File: config.mk
export PLATFORM = sky130hd
export DESIGN_NAME = sat_counter
export DESIGN_NICKNAME = d
export VERILOG_FILES = /design/src/rtl/test_status_monitor_sat_counter.sv
export SDC_FILE = /design/constraint.sdc
export NUM_CORES = 1
export LEC_CHECK = 0
export BUFFER_PORTS_ARGS = -buffer_cell sky130_fd_sc_hd__buf_2
export CAP_MARGIN = 20
export CELL_PAD_IN_SITES_DETAIL_PLACEMENT = 0
export CELL_PAD_IN_SITES_GLOBAL_PLACEMENT = 1
export CORE_MARGIN = 3
export CORE_UTILIZATION = 23
export DETAILED_ROUTE_END_ITERATION = 8
export PLACE_DENSITY_LB_ADDON = 0.1
export SYNTH_ARGS = -nofsm -noshare
export SYNTH_HDL_FRONTEND = slang
export SYNTH_SLANG_ARGS = --single-unit
File: constraint.sdc
create_clock -name clk -period 4.45 [get_ports clk]
set_input_delay 1.1125 -clock clk [delete_from_list [all_inputs] [get_ports clk]]
set_output_delay 1.1125 -clock clk [all_outputs]
set_load 0.02 [all_outputs]
File: src/rtl/test_status_monitor_sat_counter.sv
// Up-counter that sticks at all-ones instead of wrapping.
module sat_counter #(
    parameter int W = 32
) (
    input  logic         clk,
    input  logic         rst,
    input  logic         inc,
    output logic [W-1:0] q
);
    always_ff @(posedge clk or posedge rst) begin
        if (rst) begin
            q <= '0;
        end else if (inc && (q != '1)) begin
            q <= q + W'(1);
        end
    end
endmodule

## Yosys cells after proc, flatten, opt, wreduce, memory -nomap -nowiden

Cells that the tools add are included.

- Add/subtract/negate cells: 1
- $mul: 0
- Div/mod/pow operators: 0
- Order comparisons: 0
- Eq/ne operators: 1
- Shift-type cells: 0
- Multiplexer cells: 0
- Bitwise logic cells: 0
- Reductions and logical operators: 1

Operators by type and width:

| cell | number |
|---|---|
| $add A32 B1 Y32 const B | 1 |
| $ne A32 B32 Y1 const B | 1 |
| $logic_and A1 B1 Y1 | 1 |

- Register bits after elaboration: 32
- Latch bits: 0
- RAM bits: 0
- ROM bits: 0
- Input port bits: 3
- Output and inout port bits: 32
- Logic and storage cells: 4
- Memories: 0

## Depth between registers and ports, before layout

Gate-level depths: netlist of the first run.

- Depth after elaboration: 2
- Depth in mapped cells: 6

## Worst setup path after synthesis of the first run

No wires, ideal clock.

- Path kind: input port to flip-flop
- From: input inc
- To: register q[21]
- Setup time: 130 ps
- Arrival: 2526 ps
- Path slack: 1794 ps
- Stages on the path: 6
- Buffers on the path: 1
- Cell sequence: clkbuf_2 > nand3_1 > or4_4 > a311oi_4 > nand4_1 > xnor2_1

- Longest elaborated chain between the ends: 1

RTL lines:

| element | RTL line | text |
|---|---|---|
| start, declared | 7 | `input logic inc,` |
| $logic_and A1 B1 Y1 | 13 | `end else if (inc && (q != '1)) begin` |
| end signal, assigned | 14 | `q <= q + W'(1);` |
| end, declared | 8 | `output logic [W-1:0] q` |

Every way passes these cells.
A chain may end at the register's enable or synchronous reset.

## Final worst setup path of the first run

- From: input inc
- To: register q[31]

Same word-level chain as after synthesis.

==> flow_summary_export.csv, run 1 <==
group,metric,value,unit
floorplanning,core,0.006459,mm^2
floorplanning,die-area,0.007814,mm^2
logic_synthesis,synth_nets,143,
route,vias,1222,
worst_setup_path,crit_slowest_cell,"a311oi_4",
worst_setup_path,path_depth,6,
clock_network,cts_htree_levels,2,
clock_network,cts_setup_buffers,0,
cells_and_area,largest_reg_flops,32,
place,gp_congestion,0.7137,
power,p_clk_share,31.1,%
clock_network,clk_path_buf_depth,2,
power,p_switching,243.0,uW
logic_synthesis,ys_types,28,
sta,hold_slack,0.4901,ns
floorplanning,num_rows,29,
place,port_buffers,34,
worst_hold_path,hp-class,"reg2reg",
worst_setup_path,worst-setup-path-type,"in2reg",
sta,fmax,395.0,MHz
worst_setup_path,critPathTopFamily,"simple AND/OR/NAND/NOR gates",
power,p_per_area,392.0,mW/mm^2
cells_and_area,reg_top3,"q x32",
logic_synthesis,synth_area,0.001561,mm^2
power,switching_share,32.28,%
worst_setup_path,crit_fanout,10,
worst_setup_path,cp-end-kind,"register",
clock_network,cts.repair.resized,0,
global_routing,overflow,0,
cells_and_area,syn2layout_area_growth,23.00,%
cells_and_area,fill_cells,705,
route,vias_per_cell,4.755,
run_status,outcome,"finished clean",
sta,rsz0062_at_grt,"false",
route,wl_per_cell,14.62,um
logic_synthesis,syn-mean-instance-area,11.23,um^2
sta,tightest_slew,0.6769,ns
worst_setup_path,cpPeakStageDelay,0.54,ns
sta,slew_viol_final,0,
power,pwr-share-seq,48.8,%
clock_network,cts_made_buffers,5,
worst_setup_path,cp-start-kind,"input port",
logic_synthesis,yosys_warnings,0,
sta,setup-tns-final,0,ns
clock_network,cts.clk_slew.worst_paths,0.07,ns
worst_setup_path,cp.required,4.62,ns
sta,fin_crit_sh,56.89,%
route,drt_pass1_iterations,4,
clock_network,clkLatencyLatePin,0.28,ns
cells_and_area,num_antenna_cells,0,
clock_network,cts-root-buf,"clkbuf_8",
route,drc_errors,0,
sta,relSlewSlack,54.71,%
logic_synthesis,yosysSeqAreaShare,51.28,%
cells_and_area,layout-drive-gt1-share,27.78,%
worst_hold_path,hold_depth,1,
route,routed_wl,3.757,mm
global_routing,grt_max_degree,33,
floorplanning,pin_count,35,
worst_setup_path,r2r_setup_slack,2.22,ns
global_routing,track_usage,10.71,%
worst_setup_path,cp.arrival,2.70,ns
floorplanning,start_util,24.18,%
floorplanning,fp.dieH,88.40,um
place,dp_hpwl,2.742,mm
global_routing,grt_pass1_wl,6.265,mm
clock_network,cts_tree,"yes",
power,internal-power,509.9,uW
route,drt_iter0_markers,36,
clock_network,cts.sinks,32,
worst_setup_path,path_cells,"buf_2, nand3_1, or4_4, a311oi_4, nand4_1, xnor2_1",
route,final_antenna_net_count,0,
power,ir_drop,211.0,uV
global_routing,grt_pass1_vias,1190,
power,cellLeakagePower,0.0009086,uW
sta,period_needed,2.532,ns
logic_synthesis,synth_seq_cells,32,
global_routing,antenna_found_initial,0,
floorplanning,die_w,88.40,um
cells_and_area,mostFrequentLayoutCells,"buf_2 (34), dfrtp_1 (32), xnor2_1 (26)",
worst_setup_path,cp.buffers_inverters,1,
cells_and_area,nets,183,
flow_run,drv_cap,0,
cells_and_area,top_register,"q",
power,power_frac_comb,20.1,%
worst_setup_path,r2r.worst_path.cells,5,
cells_and_area,final_common_cell,"buf_2",
sta,hold_violations,0,
sta,fin_worst_skew,0.003296,ns
logic_synthesis,synthCells,139,
sta,setup_violations,0,
clock_network,cts_hold_buf,0,
[Yosys cell counts]
library cell	instances	area, um^2
nand2_2	1	6.260
nor4_1	1	6.260
dfrtp_1	32	800.8
nor3_1	1	5.000
inv_1	3	11.26
clkbuf_1	2	7.510
nor4_4	1	21.27
or4_4	1	11.26
and3_1	10	62.56
xnor2_1	26	227.7
or3_1	1	6.260
nand3_1	22	110.1
a41oi_1	2	17.52
a31oi_1	2	12.51
and4_2	1	10.01
a311oi_4	1	26.28
a2111oi_4	1	27.53
nand4_2	1	12.51
and4_1	1	8.760
mux2_2	1	11.26
mux2i_1	1	10.01
a21oi_1	2	10.01
nor2_1	4	15.01
clkbuf_2	1	5.000
xor2_1	2	17.52
nand2_1	7	26.28
nand4_1	10	62.56
ha_1	1	12.51
[final timing paths]
kind,endpoint,from
min,q[10],q[10]
min in group asynchronous,q[23],rst
min reg2reg,q[10],q[10]
max,q[31],inc
max in group asynchronous,q[16],rst
max reg2reg,q[1],q[24]
[metrics by stage]
stage | worst slack (ns) | instances | instance area [um^2] | utilization [%] | power [uW]
6_report | 1.918 | 257 | 1921 | 29.74 | 752.9
5_1_grt | 1.758 | 257 | 1921 | 29.74 | 804.7
4_1_cts | 1.890 | 257 | 1921 | 29.74 | 766.9
3_5_place_dp | 1.585 | 249 | 1831 | 28.34 | 527.2
3_3_place_gp | 1.629 | 249 | 1831 | 28.34 | 528.6
2_1_floorplan | 1.794 | 139 | 1562 | - | 472.6
[logic make-up (layout without fill, tap and decap cells)]
kind of cell    Yosys count  after routing  synth area share, %
compound gates            8              8                6.010
xor+xnor                 28             28                15.71
fa+ha+maj                 1              1               0.8012
buf+inv                   6             47                1.522
flops                    32             32                51.28
mux                       2              2                1.362
simple gates             62             62                23.32
[per-layer routing]
metal / GRT usage (%) / routed length [um]
met1: 13.92 / 1699
met2: 16.79 / 1825
met3: 3.445 / 176
met4: 3.709 / 55
met5: 0 / 0
[power groups by stage]
| stage | clock, uW | sequential (uW) | combinational (uW) |
|---|---|---|---|
| finish | 234 | 367 | 152 |
| global route | 260 | 377 | 168 |
| CTS | 244 | 368 | 155 |
| detailed placement | 0 | 373 | 154 |
| global placement | 0 | 374 | 155 |
| floorplan | 0 | 404 | 68.8 |
[area by class of cell]
type                    instances  area [um^2]  share of cell area (%)
flip-flops and latches         32        800.8                   41.69
multi-input cells             101        737.0                   38.37
repair buffers                 36        185.2                   9.642
well taps                      77        96.34                   5.016
clock buffers                   8        90.09                   4.691
inverters                       3        11.26                  0.5863
Note: power is estimated with default switching activity, not from simulation.
==> run 2, diff against run 1 <==
clock period = 2.63 ns   (was 4.45 ns; I/O delays follow)
==> run 2 against run 1 <==
Against the previous run: combinational power rose by 68%; critical path depth is the same; critical endpoint is now q[30]; register-to-register slack worse by 1.7 ns; sequential share of layout area down 0.16 points; sequential cell count stayed put; clock power grew 67%; utilization grew 0.12 points; design area rose by 0.39%; worst setup slack got worse by 1.4 ns; largest power group unchanged; clock skew up 0.0046 ns; hold slack got worse by 0.035 ns.
==> flow_summary_export.csv, run 2 (synthesis gave the netlist of run 1 again) <==
group,metric,value,unit
worst_setup_path,r2r_setup_slack,0.53,ns
worst_setup_path,cp.arrival,2.27,ns
power,ir_drop,362.2,uV
place,port_buffers,34,
worst_setup_path,regToRegStartpoint,"q[0]",
sta,setup_slack,0.5287,ns
floorplanning,num_rows,29,
global_routing,track_usage,10.19,%
global_routing,antenna_found_initial,0,
route,drc_errors,0,
route,vias_per_cell,4.671,
sta,rsz0062_at_grt,"false",
cells_and_area,syn2layout_area_growth,23.48,%
route,vias,1205,
cells_and_area,reg_top3,"q x32",
cells_and_area,largest_reg_flops,32,
global_routing,grt_max_degree,33,
cells_and_area,final_common_cell,"buf_2",
clock_network,clkLatencyLatePin,0.28,ns
clock_network,cts.clk_slew.worst_paths,0.07,ns
floorplanning,die_w,88.40,um
sta,setup_violations,0,
sta,relSlewSlack,55.36,%
clock_network,cts_made_buffers,5,
clock_network,cts_hold_buf,0,
route,final_antenna_net_count,0,
floorplanning,die-area,0.007814,mm^2
cells_and_area,num_antenna_cells,0,
worst_setup_path,crit_fanout,6,
clock_network,cts.repair.resized,0,
cells_and_area,mostFrequentLayoutCells,"buf_2 (34), dfrtp_1 (32), xnor2_1 (26)",
sta,fin_worst_skew,0.007918,ns
global_routing,grt_pass1_wl,6.072,mm
sta,fin_crit_sh,79.90,%
floorplanning,fp.dieH,88.40,um
cells_and_area,instances_no_fill,258,
route,drt_iter0_markers,32,
global_routing,grt_pass1_vias,1207,
cells_and_area,layout-drive-gt1-share,28.18,%
sta,period_needed,2.101,ns
worst_setup_path,r2r.worst_path.cells,6,
worst_setup_path,cp.required,2.80,ns
run_status,outcome,"finished clean",
sta,fmax,475.9,MHz
sta,tightest_slew,0.6671,ns
sta,slew_viol_final,0,
clock_network,cts-root-buf,"clkbuf_8",
sta,setup-tns-final,0,ns
cells_and_area,fill_cells,689,
worst_setup_path,r2r_end,"q[30]",
power,p_per_area,657.6,mW/mm^2
power,total_power,1268,uW
global_routing,overflow,0,
clock_network,cts_htree_levels,2,
place,dp_cells,250,
sta,hold_violations,0,
route,wl_per_cell,14.07,um
place,gp_congestion,0.7080,
clock_network,cts_tree,"yes",
floorplanning,start_util,24.18,%
cells_and_area,nets,184,
place,dp_hpwl,2.729,mm
worst_setup_path,cp-end-kind,"register",
floorplanning,pin_count,35,
route,drt_pass1_iterations,4,
power,cellLeakagePower,0.0009127,uW
floorplanning,core,0.006459,mm^2
place,place_ws,0.2385,ns
clock_network,cts_setup_buffers,0,
clock_network,cts.sinks,32,
clock_network,clk_path_buf_depth,2,
cells_and_area,top_register,"q",
worst_hold_path,hp-class,"in2async",
worst_setup_path,cp-start-kind,"register",
route,routed_wl,3.630,mm
flow_run,drv_cap,0,
worst_setup_path,worst-setup-path-type,"reg2reg",
run 2: cell count changes in the layout (fill, tap and decap cells not counted), sizes merged:
cell	previous run	this run
buf	36	37
run 2: cell type report:
class | count | area, um^2 | area share (%)
sequential | 32 | 800.8 | 41.53
clock buffer | 8 | 90.09 | 4.672
multi-input combinational | 101 | 737.0 | 38.22
inverter | 3 | 11.26 | 0.5840
tap | 77 | 96.34 | 4.997
timing repair buffer | 37 | 192.7 | 9.994
run 2: power breakdown:
group	switching, uW	internal, uW	leakage [uW]
clock network	176	213	0.0000455
registers	76.4	546	0.000434
logic	152	103	0.000433
run 2: critical path, stage by stage (launching register included):
cell	delay (ns)
dfrtp_1	0.41
ha_1	0.25
nand2_1	0.06
or3_1	0.41
a2111oi_4	0.53
nand3_1	0.17
xnor2_1	0.16
run 2: how the worst max path moves through the flow:
stage,start,to,slack [ns],cells past startpoint
5_1_grt,q[2],q[29],0.35,5
2_1_floorplan,inc,q[21],0.43,6
3_3_place_gp,inc,q[29],0.24,6
4_1_cts,q[6],q[31],0.49,5
6_report,q[0],q[30],0.53,6
3_5_place_dp,inc,q[29],0.24,6
run 2: metrics by stage:
step	hold slack, ns	utilization, %	instance area [um^2]
floorplan	0.5942	-	1562
global placement	0.4779	28.46	1838
detailed placement	0.4799	28.46	1838
CTS	0.4659	29.85	1928
global route	0.5063	29.85	1928
finish	0.4548	29.85	1928
run 2: routing by layer:
metal	part of all wire (%)	global-route usage (%)
met5	0	0
met4	1.5	3.709
met1	46	13.27
met2	46	15.84
met3	6.1	3.352
==> run 3, diff against run 2 <==
clock period = 1.9 ns   (was 2.63 ns; I/O delays follow)
==> run 3 against run 2 <==
Against the previous run: fmax is 13% higher; clock skew fell by 0.0013 ns; utilization up 4.5 points; clock-buffer cell count is the same; design area grew 15%; global-route usage up 1.0 points; sequential power rose by 34%; die area unchanged; combinational power is 110% higher; sequential share of layout area is 4.6 points lower; routed wire length grew 6.9%.
==> flow_summary_export.csv, run 3 (synthesis gave the netlist of run 1 again) <==
group,metric,value,unit
global_routing,busiest_layer,"met2",
route,drc_errors,0,
route,drt_iter0_markers,44,
global_routing,antenna_found_initial,0,
worst_setup_path,cp-end-kind,"register",
floorplanning,die_w,88.40,um
route,routed_wl,3.879,mm
floorplanning,die-area,0.007814,mm^2
clock_network,cts_tree,"yes",
floorplanning,start_util,24.18,%
cells_and_area,final_common_cell,"buf_2",
clock_network,cts_htree_levels,2,
clock_network,cts_made_buffers,5,
cells_and_area,largest_reg_flops,32,
clock_network,cts.sinks,32,
global_routing,met2_usage,18.22,%
sta,slew_viol_final,0,
sta,fin_worst_skew,0.006603,ns
global_routing,grt_pass1_wl,6.693,mm
place,port_buffers,34,
flow_run,drv_cap,0,
power,ir_drop,439.4,uV
clock_network,cts_hold_buf,0,
clock_network,cts-root-buf,"clkbuf_8",
cells_and_area,layout-drive-gt1-share,49.02,%
run_status,outcome,"finished clean",
worst_setup_path,cp-start-kind,"register",
place,dp_hpwl,2.971,mm
sta,setup_violations,0,
place,gp_congestion,0.7387,
sta,fmax,540.1,MHz
worst_setup_path,critPathTopFamily,"simple AND/OR/NAND/NOR gates",
floorplanning,fp.dieH,88.40,um
global_routing,overflow,0,
worst_setup_path,crit_slowest_cell,"dfrtp_2",
global_routing,grt_max_degree,33,
global_routing,use_met1,14.09,%
cells_and_area,fill_cells,668,
route,vias,1278,
sta,period_needed,1.851,ns
worst_setup_path,crit_fanout,6,
clock_network,cts.clk_slew.worst_paths,0.07,ns
route,final_antenna_net_count,0,
worst_setup_path,path_cells,"ha_4, nand2_2, or3_4, a2111oi_4, buf_6, nand4_1, xnor2_1",
global_routing,track_usage,11.23,%
route,wl_per_cell,13.80,um
power,total_power,1954,uW
cells_and_area,mostFrequentLayoutCells,"buf_2 (34), xnor2_1 (25), buf_4 (23)",
power,p_per_area,880.8,mW/mm^2
floorplanning,num_rows,29,
power,cellLeakagePower,0.001039,uW
sta,rsz0062_at_grt,"true",
worst_hold_path,hp-class,"in2async",
route,drt_pass1_iterations,4,
global_routing,met3_usage,4.004,%
cells_and_area,reg_top3,"q x32",
worst_setup_path,cp.arrival,2.02,ns
clock_network,clkLatencyLatePin,0.28,ns
cells_and_area,top_register,"q",
route,vias_per_cell,4.548,
sta,tightest_slew,0.4768,ns
clock_network,clk_path_buf_depth,2,
sta,fin_crit_sh,97.45,%
floorplanning,core,0.006459,mm^2
floorplanning,pin_count,35,
worst_setup_path,cp.buffers_inverters,1,
sta,relSlewSlack,68.18,%
global_routing,grt_pass1_vias,1377,
cells_and_area,num_antenna_cells,0,
cells_and_area,syn2layout_area_growth,42.07,%
place,place_ws,-0.008449,ns
worst_setup_path,cp.required,2.07,ns
worst_setup_path,worst-setup-path-type,"reg2reg",
sta,setup_slack,0.04850,ns
worst_setup_path,cpPeakStageDelay,0.42,ns
cells_and_area,nets,207,
sta,hold_violations,0,
[run 3: metrics by stage]
step / hold slack [ns] / cells / instance area (um^2) / util [%] / setup TNS [ns]
after CTS: 0.2914 / 280 / 2171 / 33.61 / 0
final: 0.2689 / 281 / 2218 / 34.35 / 0
after detailed placement: 0.4786 / 272 / 2071 / 32.06 / -0.009800
after global routing: 0.3338 / 281 / 2218 / 34.35 / -0.1589
after floorplan: 0.5354 / 139 / 1637 / - / -0.02992
after global placement: 0.4718 / 272 / 2071 / 32.06 / -0.002243
[run 3: what timing repair did]
action,CTS,global route
resized for setup,0,8
endpoints found under the setup margin,0,8
buffers inserted,0,1
[run 3: power by group]
part           switching (uW)  internal, uW  leakage [uW]
Combinational             299           250      0.000574
Clock                     242           330     0.0000515
Sequential               62.9           769      0.000413
[run 3: path summary, 6_finish.rpt]
path                            startpoint  endpoint  slack [ns]  cells past startpoint
worst max-delay path                  q[1]     q[26]        0.05                      7
worst min-delay path                   rst     q[19]        0.27                      3
worst max register to register        q[1]     q[26]        0.05                      7
worst min register to register       q[21]     q[21]        0.49                      1
max in group asynchronous              rst      q[6]        1.31                      3
min in group clk                     q[21]     q[21]        0.49                      1
[run 3: area by class of cell]
cell class | count | area (um^2) | area share, %
Sequential cell | 32 | 819.5 | 36.94
Multi-Input combinational cell | 101 | 805.8 | 36.32
Timing Repair Buffer | 60 | 385.4 | 17.37
Clock buffer | 8 | 100.1 | 4.512
Tap cell | 77 | 96.34 | 4.343
Inverter | 3 | 11.26 | 0.5076
[run 3: per-layer routing]
layer / vias to the layer above / part of all wire [%]
li1: 633 / -
met1: 610 / 45
met2: 30 / 48
met3: 5 / 5.8
met4: 0 / 1.3
met5: - / 0
[run 3: worst register-to-register path: stages, from the launching register on]
cell	delay, ns
dfrtp_2	0.42
ha_4	0.16
nand2_2	0.04
or3_4	0.41
a2111oi_4	0.29
buf_6	0.18
nand4_1	0.10
xnor2_1	0.14
